<file path="src/rtl/rca_chunked_adder.sv">
// rca_chunked_adder
//
// Multi-cycle adder/subtractor. A WIDTH-bit operation is processed CHUNK bits
// per clock through one CHUNK-bit ripple-carry slice. The carry between chunks
// is held in a register. The block accepts one operation at a time, has no
// input buffering, and does not overlap operations.
//
// Handshake: a transfer happens on a rising edge where valid && ready are both
// high. The producer holds valid and the payload stable until that edge.
// Ready never depends combinationally on valid. Here in_ready depends only on
// state. out_valid also depends only on state, and out_valid/sum/cout/ovf stay
// stable for as long as out_ready is low.
//
// Ports
//   clk        rising-edge clock
//   rst        asynchronous, active-high reset
//   in_valid   operand bundle valid
//   in_ready   high only in IDLE
//   a, b       operands (unsigned or two's complement)
//   cin        carry-in, ignored when sub=1
//   sub        0: a+b+cin, 1: a-b
//   out_valid  result valid (DONE), held until out_ready
//   out_ready  downstream takes the result
//   sum        result modulo 2^WIDTH (bits are stale until out_valid)
//   cout       carry out of the MSB (for sub, 1 means no borrow)
//   ovf        signed overflow
//   busy       high in RUN or DONE
//   dbg_state  current FSM state (0 IDLE, 1 RUN, 2 DONE)
module rca_chunked_adder #(
  parameter int WIDTH = 64,
  parameter int CHUNK = 16
) (
  input  logic             clk,
  input  logic             rst,
  input  logic             in_valid,
  output logic             in_ready,
  input  logic [WIDTH-1:0] a,
  input  logic [WIDTH-1:0] b,
  input  logic             cin,
  input  logic             sub,
  output logic             out_valid,
  input  logic             out_ready,
  output logic [WIDTH-1:0] sum,
  output logic             cout,
  output logic             ovf,
  output logic             busy,
  output logic [1:0]       dbg_state
);

  localparam int N  = WIDTH / CHUNK;
  localparam int KW = (N > 1) ? $clog2(N) : 1;
  localparam logic [KW-1:0] KLAST = KW'(N - 1);

  generate
    if (CHUNK < 1 || CHUNK > WIDTH || (WIDTH % CHUNK) != 0) begin : g_bad_params
      $error("rca_chunked_adder: WIDTH must be a multiple of CHUNK and 1 <= CHUNK <= WIDTH");
    end
  endgenerate

  typedef enum logic [1:0] {
    IDLE = 2'd0,
    RUN  = 2'd1,
    DONE = 2'd2
  } state_t;

  state_t           state;
  logic [KW-1:0]    k;
  logic             carry;
  logic [WIDTH-1:0] a_r;
  logic [WIDTH-1:0] b_r;   // holds b already inverted for subtraction

  // The control outputs are decoded from the state register only.
  assign in_ready  = (state == IDLE);
  assign out_valid = (state == DONE);
  assign busy      = (state != IDLE);
  assign dbg_state = state;

  // One CHUNK-bit ripple-carry slice operating on chunk k.
  logic [CHUNK-1:0] ca;
  logic [CHUNK-1:0] cb;
  logic [CHUNK-1:0] cs;
  logic             c_msb_in;  // carry into the top bit of the slice
  logic             c_out;

  assign ca = a_r[k*CHUNK +: CHUNK];
  assign cb = b_r[k*CHUNK +: CHUNK];

  always_comb begin : ripple
    logic c;
    c        = carry;
    cs       = '0;
    c_msb_in = 1'b0;
    for (int i = 0; i < CHUNK; i++) begin
      if (i == CHUNK - 1) c_msb_in = c;
      cs[i] = ca[i] ^ cb[i] ^ c;
      c     = (ca[i] & cb[i]) | (c & (ca[i] ^ cb[i]));
    end
    c_out = c;
  end

  always_ff @(posedge clk or posedge rst) begin
    if (rst) begin
      state <= IDLE;
      k     <= '0;
      carry <= 1'b0;
      a_r   <= '0;
      b_r   <= '0;
      sum   <= '0;
      cout  <= 1'b0;
      ovf   <= 1'b0;
    end else begin
      case (state)
        IDLE: begin
          if (in_valid) begin
            a_r   <= a;
            b_r   <= b ^ {WIDTH{sub}};
            carry <= sub ? 1'b1 : cin;
            k     <= '0;
            state <= RUN;
          end
        end
        RUN: begin
          sum[k*CHUNK +: CHUNK] <= cs;
          carry                 <= c_out;
          if (k == KLAST) begin
            // In the last chunk the slice MSB is the word MSB.
            cout  <= c_out;
            ovf   <= c_msb_in ^ c_out;
            state <= DONE;
          end else begin
            k <= k + KW'(1);
          end
        end
        DONE: begin
          if (out_ready) state <= IDLE;
        end
        default: state <= IDLE;
      endcase
    end
  end

endmodule

</file>
<file path="config.mk">
export PLATFORM = sky130hd
export DESIGN_NAME = rca_chunked_adder
export DESIGN_NICKNAME = d
export VERILOG_FILES = /design/src/rtl/rca_chunked_adder.sv
export SDC_FILE = /design/constraint.sdc
export NUM_CORES = 1
export LEC_CHECK = 0
export ABC_AREA = 1
export BUFFER_PORTS_ARGS = -buffer_cell sky130_fd_sc_hd__buf_2
export CORE_MARGIN = 2
export CORE_UTILIZATION = 50
export DETAILED_ROUTE_END_ITERATION = 10
export PLACE_DENSITY_LB_ADDON = 0.2
export SYNTH_ARGS = -nofsm -noshare
export SYNTH_HDL_FRONTEND = slang
export SYNTH_SLANG_ARGS = --single-unit
export TNS_END_PERCENT = 30
</file>
<file path="constraint.sdc">
create_clock -name clk -period 6.9 [get_ports clk]
set_input_delay 1.035 -clock clk [delete_from_list [all_inputs] [get_ports clk]]
set_output_delay 1.035 -clock clk [all_outputs]
set_load 0.01 [all_outputs]
</file>
=== Word level (Yosys, flattened, before mapping) ===
Cells that the tools add are included.

* Register bits: 199
* Input bits: 134
* Output and inout bits: 71
* Logic and storage cells: 122

* $add $sub $neg: 2
* Equality and inequality tests: 7
* Shift operators: 4
* Multiplexer cells: 11
* Bitwise logic cells: 82
* Reductions and logical operators: 8

{| class="wikitable"
|+ Operator list
! cell !! count
|-
| $shiftx 64x7->16 || 2
|-
| $bwmux 64 || 1
|-
| $shift 16x34->64 const A || 1
|-
| $shiftx 16x34->64 || 1
|-
| $xor 64x64->64 || 1
|-
| $neg 6->34 || 1
|-
| $xor 1x1->1 || 33
|-
| $and 1x1->1 || 32
|-
| $or 1x1->1 || 16
|-
| $mux 2 || 5
|-
| $ne 2x2->1 const B || 3
|-
| $pmux 2 s3 || 1
|-
| $reduce_and 2->1 || 3
|-
| $reduce_and 3->1 || 2
|-
| $eq 2x2->1 const B || 2
|-
| $pmux 2 s2 || 1
|-
| $reduce_bool 2->1 || 2
|-
| $add 2x1->2 const B || 1
|-
| $eq 2x1->1 const B || 1
|-
| $logic_not 2->1 || 1
|-
| $mux 1 || 2
|-
| $ne 2x1->1 const B || 1
|-
| $pmux 1 s2 || 1
|}

=== Longest topological paths before layout ===
* Word-level depth: 35
* Gate-level depth with buffers: 33
* Mapped depth without buffers: 31

=== Worst setup path after synthesis ===
No wires, ideal clock.

* Path type: register to register
* From: register k[0]
* To: register sum[63]
* Setup time: 116 ps
* Data arrival time: 7142 ps
* Data required time: 6784 ps
* Path slack: -359 ps
* Stages on the path, launching flop included: 34
* Path buffers: 2
* Period minus slack after synthesis: 7259 ps
* Cells stage by stage: dfrtp_1 > inv_1 > buf_2 > clkbuf_1 > nand2_1 > nand3_1 > nand2_1 > fa_1 > fa_1 > fa_1 > fa_1 > fa_1 > fa_1 > fa_1 > fa_1 > fa_1 > inv_1 > fa_1 > fa_1 > inv_1 > fa_1 > inv_1 > fa_1 > inv_1 > fa_1 > fa_1 > inv_1 > fa_1 > inv_1 > nor2_1 > nand2_1 > inv_1 > nand2_1 > nand2_1

* Word-level cells in the longest chain between the ends: 35
* Elaborated cells on any way between the ends: 83
* Classes of those cells: 1 x add/sub; 4 x shift; 1 x mux; 77 x bitwise

{| class="wikitable"
|+ Ends and longest elaborated chain
! item !! line !! source
|-
| start, declared || 67 || <nowiki>logic [KW-1:0] k;</nowiki>
|-
| start signal, assigned || 131 || <nowiki>k <= k + KW'(1);</nowiki>
|-
| $shiftx 64x7->16, on equally long branches || 85, 86 ||
|-
| $xor 1x1->1 || 95, 96 ||
|-
| $and 1x1->1 || 96 || <nowiki>c = (ca[i] & cb[i]) | (c & (ca[i] ^ cb[i]));</nowiki>
|-
| $or 1x1->1 || 96 ||
|-
| $and 1x1->1 || 96 ||
|-
| $or 1x1->1 || 96 ||
|-
| $and 1x1->1 || 96 ||
|-
| $or 1x1->1 || 96 ||
|-
| [... 19 more ...] || -- ||
|-
| $or 1x1->1 || 96 ||
|-
| $and 1x1->1 || 96 ||
|-
| $or 1x1->1 || 96 ||
|-
| $and 1x1->1 || 96 ||
|-
| $or 1x1->1 || 96 ||
|-
| $xor 1x1->1 || 95 || <nowiki>cs[i] = ca[i] ^ cb[i] ^ c;</nowiki>
|-
| $shiftx 16x34->64 || 123 || <nowiki>sum[k*CHUNK +: CHUNK] <= cs;</nowiki>
|-
| $bwmux 64 (*) || 123 ||
|-
| end signal, assigned by index || 123 ||
|-
| end, declared || 43 || <nowiki>output logic [WIDTH-1:0] sum,</nowiki>
|}

Mark *: on every way between the ends. The rest lies on a longest branch, timed or not.
A chain may end at the register's enable or synchronous reset.

=== Worst setup path after layout ===
* From: register k[0]
* To: register sum[15]

Same word-level chain as after synthesis.

==> impl_summary.log <==
INFO  metric floorplan.initialDensity = 0.513
INFO  metric post-route-min-period = 6.78 ns
INFO  metric numClockSinks = 199
INFO  metric detailroute.via_count = 8600
INFO  metric crit_path_from = k[0]$_DFFE_PP0P_
INFO  metric clk_path_buf_depth = 2
INFO  metric internal_power = 3480 uW
INFO  metric tightest_slew = 1.17 ns
INFO  metric via_count_of_the_first_global_routing_pass = 8240
INFO  metric hpwlAfterDp = 18700 um
INFO  metric cts_made_buffers = 17
INFO  metric worstHoldPathCells = 2
INFO  metric power_frac_comb = 0.524
INFO  metric worst-path-max-fanout = 6
INFO  metric slowest_delay = 0.43 ns
INFO  metric post_synth_instance_area = 10100 sq um
INFO  metric number_of_antenna_violations_at_the_first_check_in_global_routing = 0
INFO  metric finalSetupTns = 0 ns
INFO  metric drtAntennaViolNets = 0
INFO  metric synth_cell_type_count = 26
INFO  metric drcViolationCount = 0
INFO  metric instances_no_fill = 1729
INFO  metric sequentialPowerShare = 0.311
INFO  metric row_count = 51
INFO  metric arrival = 7.10 ns
INFO  metric port_buffers = 204
INFO  metric fin_nets = 1607
INFO  metric power_switching_share = 0.450
INFO  metric drt-met1-wl = 11800 um
INFO  metric timing.hold.worst.class = reg2reg
INFO  metric die_h = 146 um
INFO  metric fin_crit_sh = 0.983
INFO  metric max-slew-margin-rel = 0.221
INFO  metric cts_hold_buffers = 0
INFO  metric worstReg2RegStart = k[0]$_DFFE_PP0P_
INFO  metric syn-instance-count = 1277
INFO  metric grtUsageTotal = 0.251
INFO  metric cp_common_cell = sky130_fd_sc_hd__fa_2
INFO  metric drtIter0Drc = 613
INFO  metric max_clock_freq = 147 MHz
INFO  metric clk_transition_reported_paths = 0.07 ns
INFO  metric critPathKind = reg2reg
INFO  metric p_sw = 2850 uW
INFO  metric timing.clock.skew = 0.00990 ns
INFO  metric setup-violations-final = 0
INFO  metric report.final.hold_viol_count = 0
INFO  metric dieArea = 21300 sq um
INFO  metric first_pass_iteration_count_of_the_detailed_router = 7
INFO  metric core_area = 19600 sq um
INFO  metric synth_seq_cells = 199
INFO  metric maximum_number_of_pins_on_one_net_before_global_route_repair = 200
INFO  metric share_of_final_layout_standard_cells_stronger_than_drive_strength_1 = 0.204
INFO  metric wire_length_of_the_first_global_routing_pass = 42700 um
INFO  metric cp-start-kind = register
INFO  metric top_layer_used = met4
INFO  metric cap_violations = 0
INFO  metric design.portCount = 205
INFO  metric cts_tree = built
INFO  metric worst_hold_startpoint = sum[53]$_DFFE_PP0P_
INFO  metric power.total = 6330 uW
INFO  metric leakagePower = 0.00674 uW
INFO  metric area_growth_syn_to_layout = 18.2%
INFO  metric dpl.cell_count = 1694
INFO  metric rsz_0062_raised_after_global_routing = yes
INFO  metric worstSkewPairLatency = 0.44 ns
INFO  metric overflow = 0
INFO  metric avgRoutedWirePerCell = 15.1 um
INFO  metric run_status = finished, final reports clean
INFO  metric met3WireLength = 1450 um
INFO  metric critPathRequiredTime = 7.22 ns
INFO  metric irDropWorstVdd = 0.285 mV
INFO  metric clockRootBuffer = sky130_fd_sc_hd__clkbuf_16
INFO  metric final-max-slew-violation-count = 0
INFO  metric postSynthAreaPerCell = 7.87 sq um
INFO  metric vias_per_cell = 4.97
INFO  metric setup.worst_path.end_class = register
INFO  metric yosys_warnings = 0
INFO  metric cts.htree.levels = 4
INFO  metric diodes = 0
INFO  metric clock_power_share = 0.165
INFO  metric cp_slowest_cell = sky130_fd_sc_hd__dfrtp_2
INFO  metric fp.dieW = 146 um
INFO  metric met2_wirelength = 12300 um
INFO  metric syn-num-nets = 1433
INFO  metric rr_worst_depth = 30
INFO  metric seq_area_frac_synth = 0.495
INFO  metric pwr_density_cell = 533 nW/um^2
INFO  metric finalWirelength = 26100 um
INFO  metric routabilityCongestion = 0.895
## routing by layer
metal / global-route usage / vias up
met2: 0.404 / 270
met4: 0.0706 / 0
met3: 0.0455 / 34
li1: - / 4237
met1: 0.353 / 4059
met5: 0 / -
## path summary, 6_finish.rpt
check,end,slack (ns)
setup / recovery,sum[15]$_DFFE_PP0P_,0.12
hold / removal,sum[53]$_DFFE_PP0P_,0.47
setup reg to reg,sum[15]$_DFFE_PP0P_,0.12
hold reg to reg,sum[53]$_DFFE_PP0P_,0.47
max in group asynchronous,k[0]$_DFFE_PP0P_,5.15
min in group asynchronous,sum[62]$_DFFE_PP0P_,0.82
## logic make-up after synthesis
logic type | after synthesis | synth area share
and+or+nand+nor | 804 | 0.318
adders and majority gates | 22 | 0.0393
DFF | 199 | 0.495
xor gates and xnor gates | 64 | 0.0558
buffers and inverters | 129 | 0.0581
AOI/OAI and AO/OA | 59 | 0.0336
## power by group through the flow
stage          logic (uW)  registers, uW  clock network [uW]
2_1_floorplan        2230           1940                   0
3_3_place_gp         3120           1980                   0
3_5_place_dp         3190           1980                   0
4_1_cts              3250           1970                1050
5_1_grt              3740           2020                1100
6_report             3320           1970                1040
## state kept, by name, summed over array words and instances, names as in the netlist
register   count
a_r           64
b_r           64
carry          1
cout           1
dbg_state      2
k              2
ovf            1
sum           64
## placed cells by master, fill, tap and decap left out, types with 2 or more instances in the layout
master                       synthesis  layout
sky130_fd_sc_hd__o21ai_1             4       4
sky130_fd_sc_hd__nand4_1             2       2
sky130_fd_sc_hd__clkinvlp_4          0       4
sky130_fd_sc_hd__inv_2               1       2
sky130_fd_sc_hd__inv_1              54      51
sky130_fd_sc_hd__buf_2              34     203
sky130_fd_sc_hd__nor2_1             33      33
sky130_fd_sc_hd__o21ai_0            38      38
sky130_fd_sc_hd__or2_2              12      12
sky130_fd_sc_hd__nor2_4              5       5
sky130_fd_sc_hd__ha_1                6       6
sky130_fd_sc_hd__fa_2                0      12
sky130_fd_sc_hd__fa_1               16       4
sky130_fd_sc_hd__clkbuf_16           0      17
sky130_fd_sc_hd__nand3_1            69      69
sky130_fd_sc_hd__inv_6               0       2
sky130_fd_sc_hd__xor2_1             64      64
sky130_fd_sc_hd__clkinv_2            1       4
sky130_fd_sc_hd__o211ai_1           16      16
sky130_fd_sc_hd__buf_4               3      24
sky130_fd_sc_hd__dfrtp_1           199     198
sky130_fd_sc_hd__clkinv_4            0       2
sky130_fd_sc_hd__nand2_1           679     679
sky130_fd_sc_hd__bufinv_16           0       3
## per-stage QoR
step            util  setup WS (ns)  instance area [sq um]  hold slack (ns)
2_1_floorplan      -       -0.00733                  10100            0.449
3_3_place_gp   0.573         -0.116                  11200            0.457
3_5_place_dp   0.573         -0.221                  11200            0.460
4_1_cts        0.605        0.00355                  11900            0.479
5_1_grt        0.606         -0.157                  11900            0.502
6_report       0.606          0.120                  11900            0.474
## repair_timing
item | in CTS | in global routing
pin swaps | 0 | 1
resized for setup | 5 | 6
buffers inserted | 2 | 1
cloned | 0 | 0
endpoints found under the setup margin | 4 | 5
## layout make-up
cell class | instances | area (sq um)
clock buffer | 18 | 439
sequential | 199 | 4980
timing repair buffer | 228 | 1220
inverter | 56 | 218
fill | 1753 | 7710
clock inverter | 14 | 174
tap | 265 | 332
multi-input combinational | 949 | 4520
## synthesized netlist by cell type, drive strengths merged
cell	count	area share
dfrtp	199	0.50
o211ai	16	0.012
buf	51	0.029
nand2	681	0.26
or2	12	0.0075
xor2	64	0.056
clkbuf	22	0.0082
clkinv	1	0.00050
fa	16	0.032
o31ai	1	0.00075
ha	6	0.0075
inv	55	0.021
nand4	2	0.0012
nand3	70	0.035
o21ai	42	0.021
nor2	39	0.019
## critical path, delay by kind of cell (launching register included)
kind | cells | cell delay, ns
fa+ha+maj | 16 | 5.16
buf+inv | 7 | 0.66
flops | 1 | 0.43
simple gates | 7 | 0.43
(Power assumes the default switching activity.)
